`src/rtl/hilo_unit.sv`:
```
// HI/LO register pair with an optional 32-cycle radix-2 restoring unsigned divider.
// The divider is built only when the HILO_DIV_EN macro is defined. Without it, wr_en is always honoured and busy/div_done/div_by_zero are held at 0.
module hilo_unit #(
    parameter int WIDTH = 32
) (
    input  logic             clk,
    input  logic             rst,
    input  logic             wr_en,
    input  logic [WIDTH-1:0] alu_lo,
    input  logic [WIDTH-1:0] alu_hi,
    input  logic             div_start,
    input  logic [WIDTH-1:0] dividend,
    input  logic [WIDTH-1:0] divisor,
    input  logic             rd_sel,
    output logic [WIDTH-1:0] rd_data,
    output logic             busy,
    output logic             div_done,
    output logic             div_by_zero
);

    logic [WIDTH-1:0] r_hi;
    logic [WIDTH-1:0] r_lo;

    assign rd_data = rd_sel ? r_hi : r_lo;

`ifdef HILO_DIV_EN
    localparam int CW = $clog2(WIDTH);

    typedef enum logic {
        S_IDLE = 1'b0,
        S_DIV  = 1'b1
    } state_t;

    state_t           r_state;
    state_t           w_state_nxt;
    logic [CW-1:0]    r_cnt;
    logic [WIDTH-1:0] r_rem;
    logic [WIDTH-1:0] r_quo;
    logic [WIDTH-1:0] r_dvs;
    logic             r_dvz;
    logic             r_done;
    logic             r_dbz;

    logic             w_start;
    logic             w_last;
    logic [WIDTH:0]   w_rem_sh;
    logic             w_ge;
    logic [WIDTH-1:0] w_rem_nxt;
    logic [WIDTH-1:0] w_quo_nxt;

    always_comb begin
        w_state_nxt = r_state;
        w_start     = 1'b0;
        w_last      = 1'b0;
        case (r_state)
            S_IDLE: begin
                if (div_start) begin
                    w_start     = 1'b1;
                    w_state_nxt = S_DIV;
                end
            end
            S_DIV: begin
                if (r_cnt == '0) begin
                    w_last      = 1'b1;
                    w_state_nxt = S_IDLE;
                end
            end
        endcase
    end

    // A zero divisor needs no special case: every step subtracts 0, so the
    // quotient fills with ones and the remainder ends up as the dividend.
    assign w_rem_sh  = {r_rem, r_quo[WIDTH-1]};
    assign w_ge      = (w_rem_sh >= {1'b0, r_dvs});
    assign w_rem_nxt = w_ge ? WIDTH'(w_rem_sh - {1'b0, r_dvs}) : w_rem_sh[WIDTH-1:0];
    assign w_quo_nxt = {r_quo[WIDTH-2:0], w_ge};

    always_ff @(posedge clk) begin
        if (rst) begin
            r_state <= S_IDLE;
            r_cnt   <= '0;
            r_rem   <= '0;
            r_quo   <= '0;
            r_dvs   <= '0;
            r_dvz   <= 1'b0;
            r_done  <= 1'b0;
            r_dbz   <= 1'b0;
            r_hi    <= '0;
            r_lo    <= '0;
        end else begin
            r_state <= w_state_nxt;
            r_done  <= w_last;
            r_dbz   <= w_last & r_dvz;
            if (w_start) begin
                r_rem <= '0;
                r_quo <= dividend;
                r_dvs <= divisor;
                r_dvz <= (divisor == '0);
                r_cnt <= CW'(WIDTH - 1);
            end else if (r_state == S_DIV) begin
                r_rem <= w_rem_nxt;
                r_quo <= w_quo_nxt;
                if (w_last) begin
                    r_lo <= w_quo_nxt;
                    r_hi <= w_rem_nxt;
                end else begin
                    r_cnt <= r_cnt - CW'(1);
                end
            end else if (wr_en) begin
                r_lo <= alu_lo;
                r_hi <= alu_hi;
            end
        end
    end

    assign busy        = (r_state == S_DIV);
    assign div_done    = r_done;
    assign div_by_zero = r_dbz;
`else
    logic unused_div_in;
    assign unused_div_in = ^{div_start, dividend, divisor};

    always_ff @(posedge clk) begin
        if (rst) begin
            r_hi <= '0;
            r_lo <= '0;
        end else if (wr_en) begin
            r_lo <= alu_lo;
            r_hi <= alu_hi;
        end
    end

    assign busy        = 1'b0;
    assign div_done    = 1'b0;
    assign div_by_zero = 1'b0;
`endif

endmodule

```
`config.mk`:
```
export PLATFORM = sky130hd
export DESIGN_NAME = hilo_unit
export DESIGN_NICKNAME = d
export VERILOG_FILES = /design/src/rtl/hilo_unit.sv
export SDC_FILE = /design/constraint.sdc
export NUM_CORES = 1
export LEC_CHECK = 0
export ABC_CLOCK_PERIOD_IN_PS = 1340
export CORE_MARGIN = 5
export CORE_UTILIZATION = 55
export CTS_BUF_LIST = sky130_fd_sc_hd__clkbuf_4 sky130_fd_sc_hd__clkbuf_8
export DETAILED_ROUTE_END_ITERATION = 10
export DONT_BUFFER_PORTS = 1
export GPL_ROUTABILITY_DRIVEN = 0
export GPL_TIMING_DRIVEN = 0
export PLACE_DENSITY_LB_ADDON = 0.12
export SLEW_MARGIN = 0
export SYNTH_ARGS = -nofsm -noshare
export SYNTH_HDL_FRONTEND = slang
export SYNTH_SLANG_ARGS = --single-unit
```
`constraint.sdc`:
```
create_clock -name clk -period 1.34 [get_ports clk]
set_input_delay 0.335 -clock clk [delete_from_list [all_inputs] [get_ports clk]]
set_output_delay 0.335 -clock clk [all_outputs]
set_load 0.01 [all_outputs]
```
* Word level (Yosys, flattened, before mapping) *
Cells that the tools add are included.
W data, S select, Z words.

operators by class
  multiplexer cells = 1

operators with widths
  cell      count
  $mux W32  1

storage, ports and cells
  output and inout bits = 35
  bits in registers = 64
  logic and storage cells = 3
  bits of input ports = 133

* Logic depth before layout (Yosys ltp) *
  word-level depth = 1
  depth in mapped cells = 4
  gate-level depth less buffers = 2

* Worst setup path before layout *
Ideal clock, no wire load.

  kind = input port to output port
  start point = in rd_sel
  end point = out rd_data[2]
  data arrival time = 0.932 ns
  setup slack = 0.073 ns
  path buffers = 2
  cell stages on the path = 3
  required time = 1.005 ns
  cell sequence = buf_6 -> buf_6 -> mux2_2

between the ends
  word-level cells in the longest chain between the ends = 1

ends and longest elaborated chain
  element          line  source
  start, declared  14    input logic rd_sel,
  $mux W32         24    assign rd_data = rd_sel ? r_hi : r_lo;
  end, declared    15    output logic [WIDTH-1:0] rd_data,

Every way passes these cells.

* Worst setup path after layout *
Same ends and word-level chain as after synthesis.

==> results by stage <==
Run status:
- The flow ran to the end, and the final reports show no timing, DRC or antenna violations.

Routing:
- The detailed router placed 1683 vias in this run.
- The total DRC errors in the routed layout is 0.
- The wire length per cell is roughly 17 um.
- The total wirelength of the detailed-routed design is 5550 um.
- The starting DRC count in detailed routing is 61.
- Dividing the detail-routed via count by the number of cells gives 5.13.
- The number of detailed-routing iterations run before antenna repair is 4.
- The number of nets still failing antenna checks after routing is 0.

GRT:
- The met3 track demand over resource in global routing is between 10% and 20%.
- The overall fraction of global-route tracks in use is 18.2%.
- The layer with the highest usage after global routing is met2.
- The global-route wire length before repair is about 8800 um.
- Entering global routing, the biggest net connects 11 pins.
- The final global-route overflow total is 0.
- The via count of the first global-routing pass is 1795.
- For this run, global-route usage on met1 was measured as a little under a quarter.
- In the global route stage, met2 resource usage came out at 25.6%.
- The initial antenna violation count is 0.

Critical path:
- The worst setup path is of the primary input to output pin kind.
- The highest cell delay on the worst timing path is 0.40 ns.
- For this design, the slowest cell found on the critical path is sky130_fd_sc_hd__mux2_2.
- The worst flop-to-flop path startpoint is r_hi[21].
- The most used cell along the critical path is sky130_fd_sc_hd__buf_6.
- The largest fanout on the critical path is 10.
- The worst endpoint data arrival time is 1.00 ns.
- Traced cell by cell, the critical path runs through buf_6 -> buf_6 -> mux2_2.
- STA classifies the critical path startpoint as a primary input.
- The critical path required time is 1.00 ns.
- In this run the worst setup path begins at rd_sel.
- The endpoint kind of the worst setup timing path is an output pin.

Floorplanning:
- The die outline width is approximately 81 um.
- The total number of placement rows is 25.
- The die footprint is 0.00654 mm2.
- Measured along the y axis, the die boundary spans 80.8 um.
- 168 I/O pins were placed.
- For this configuration, the core starts out at a cell density of 57.7%.
- The area of the core is 0.00479 mm2.

Synthesis:
- The count of yosys warnings during synthesis is 0.
- The post-synthesis instance area is between 0.002 and 0.003 mm2.
- The number of standard cells after synthesis is 246.
- The sequential cell area fraction in the yosys report is a little under half.
- The post-synthesis register bit count is 64.
- Each instance of the synthesized netlist takes up on average 11.2 um2.
- In this run, distinct cell masters in the synthesized netlist total 11.

Clock tree:
- Buffers inserted to repair hold after CTS numbered 0.
- The clock passes through at most 2 buffers.
- The total clock buffers created by CTS is 9.
- The clock-pin slew on the worst setup and hold paths is 0.07 ns.
- After clock tree synthesis, the setup repair step added 0 buffers.
- The library cell used as clock root buffer is sky130_fd_sc_hd__clkbuf_8.
- The total number of clock tree sinks is 64.
- The CTS tree is built.
- The latest clock arrival within the worst-skew pair is 0.32 ns.
- The number of H-tree levels is 3.
- In this run, post-CTS repair resized a total of 0 instances.

Layout:
- The number of inserted diodes is 0.
- The number of nets in the layout is roughly 390.
- The layout overhead on the synthesized area is 8.70%.
- The count of cells in the finished layout, fillers not included, comes to between 300 and 400.
- The post-route netlist has 23.0% of its cells at a drive strength greater than 1.
- The top cell types in the final layout, fill and taps aside, are sky130_fd_sc_hd__mux2i_1 (64), sky130_fd_sc_hd__nor2_1 (64), sky130_fd_sc_hd__dfxtp_1 (64).

Timing:
- The slew at the pin closest to its max-slew limit is between 0.5 and 0.6 ns.
- In the final timing run, aggregate negative setup slack is 0 ns.
- The final critical-path required period is 1.33 ns.
- The ratio of final minimum period to clock period is roughly 99%.
- The count of endpoints failing hold in the final timing report is 0.
- Setup repair after global routing could not meet its margin everywhere.
- Static timing analysis puts the maximum clock frequency at 750 MHz.
- The final number of setup-violating endpoints is 0.
- The number of pins exceeding their max-slew limit in the final report is 0.
- The relative slew slack is 66.2%.
- The clock skew after layout is 0 ns.

Pwr:
- The combinational fraction of design power is 12.5%.
- Cell internal power was estimated by the tool at 2.93 mW.
- In this run, the clock network consumes 34.0% of the power.
- For this design the ratio of total power to cell area is between 1000 and 1500 mW/mm2.
- The leakage power is 1.41 nW.
- Summed over all nets, the switching power comes to roughly 0.94 mW.
- Net switching is 24.3% of the power.
- The proportion of power drawn by flip-flops and latches is a little over half.
- The peak supply drop is 0.869 mV.

Place:
- After legalization and detailed placement, the total HPWL measured 4010 um.
- In this run the tool buffered the top-level ports with 0 buffer cells.
- The number of cells after detailed placement is 315.

Hold path:
- The class of the tightest hold or removal check is primary input to register.
- The startpoint identified for the worst hold timing path is alu_lo[27].

Job:
- Max-cap violations in this run came to 0.
## final timing paths
check                    end  slack [ns]  cells after the start
setup / recovery  rd_data[2]       0.007                      3
hold / removal      r_lo[27]        0.15                      2
setup reg to reg    r_hi[21]        0.70                      2
hold reg to reg     r_lo[10]        0.49                      2
## logic make-up (layout without fill, tap and decap cells)
logic type	count (synthesis)	count (layout)	share of synthesized area, %
other	1	3	0.136
DFF	64	64	46.4
buffers and inverters	21	34	7.12
and+or+nand+nor	64	64	8.70
muxes	96	96	37.6
## critical path: cells and delay by family
family                 cells  cell delay [ns]
multiplexers               1             0.40
buffers and inverters      2             0.26
## area by class of cell
class                           instances  area, um2
Buffer                                 21        196
Sequential cell                        64       1280
Tap cell                               67       83.8
Fill cell                             426       1790
Multi-Input combinational cell        163       1290
Clock buffer                           11        139
Clock inverter                          2       10.0
## registers in the layout, summed over array words and instances (netlist names)
signal and flops:
r_hi 32, r_lo 32
## layer usage
| metal | part of all wire (%) | up-vias |
|---|---|---|
| met2 | 42 | 75 |
| met4 | 1.2 | 0 |
| met5 | 0 | - |
| met3 | 12 | 7 |
| li1 | - | 840 |
| met1 | 45 | 761 |
## synthesized netlist by cell type
| cell type | count | area, um2 |
|---|---|---|
| sky130_fd_sc_hd__mux2i_1 | 64 | 641 |
| sky130_fd_sc_hd__buf_8 | 6 | 90.1 |
| sky130_fd_sc_hd__clkbuf_2 | 1 | 5.00 |
| sky130_fd_sc_hd__dfxtp_1 | 64 | 1280 |
| sky130_fd_sc_hd__nor2_1 | 64 | 240 |
| sky130_fd_sc_hd__mux2_2 | 22 | 248 |
| sky130_fd_sc_hd__mux2_4 | 10 | 150 |
| sky130_fd_sc_hd__buf_6 | 5 | 56.3 |
| sky130_fd_sc_hd__buf_4 | 3 | 22.5 |
| sky130_fd_sc_hd__buf_1 | 6 | 22.5 |
| sky130_fd_sc_hd__conb_1 | 1 | 3.75 |
## power by group through the flow
stage                     Combinational, mW  Clock [mW]  Sequential, mW
final                                 0.484        1.32            2.07
after detailed placement              0.489           0            2.11
after CTS                             0.491        1.36            2.07
after global routing                  0.534        1.45            2.09
after floorplan                       0.423           0            2.10
after global placement                0.481           0            2.11
## per-stage QoR
| step | util, % | hold slack [ns] | power [mW] | setup slack [ns] | instance area [um2] |
|---|---|---|---|---|---|
| floorplan | - | 0.454 | 2.52 | 0.0732 | 2770 |
| global placement | 59.6 | 0.468 | 2.59 | 0.00191 | 2850 |
| detailed placement | 59.6 | 0.479 | 2.60 | 0.00324 | 2850 |
| CTS | 62.7 | 0.141 | 3.92 | 0.00153 | 3000 |
| global route | 62.7 | 0.134 | 4.07 | -0.0167 | 3000 |
| finish | 62.7 | 0.153 | 3.88 | 0.00691 | 3000 |
Note: power is estimated with default switching activity, not from simulation.
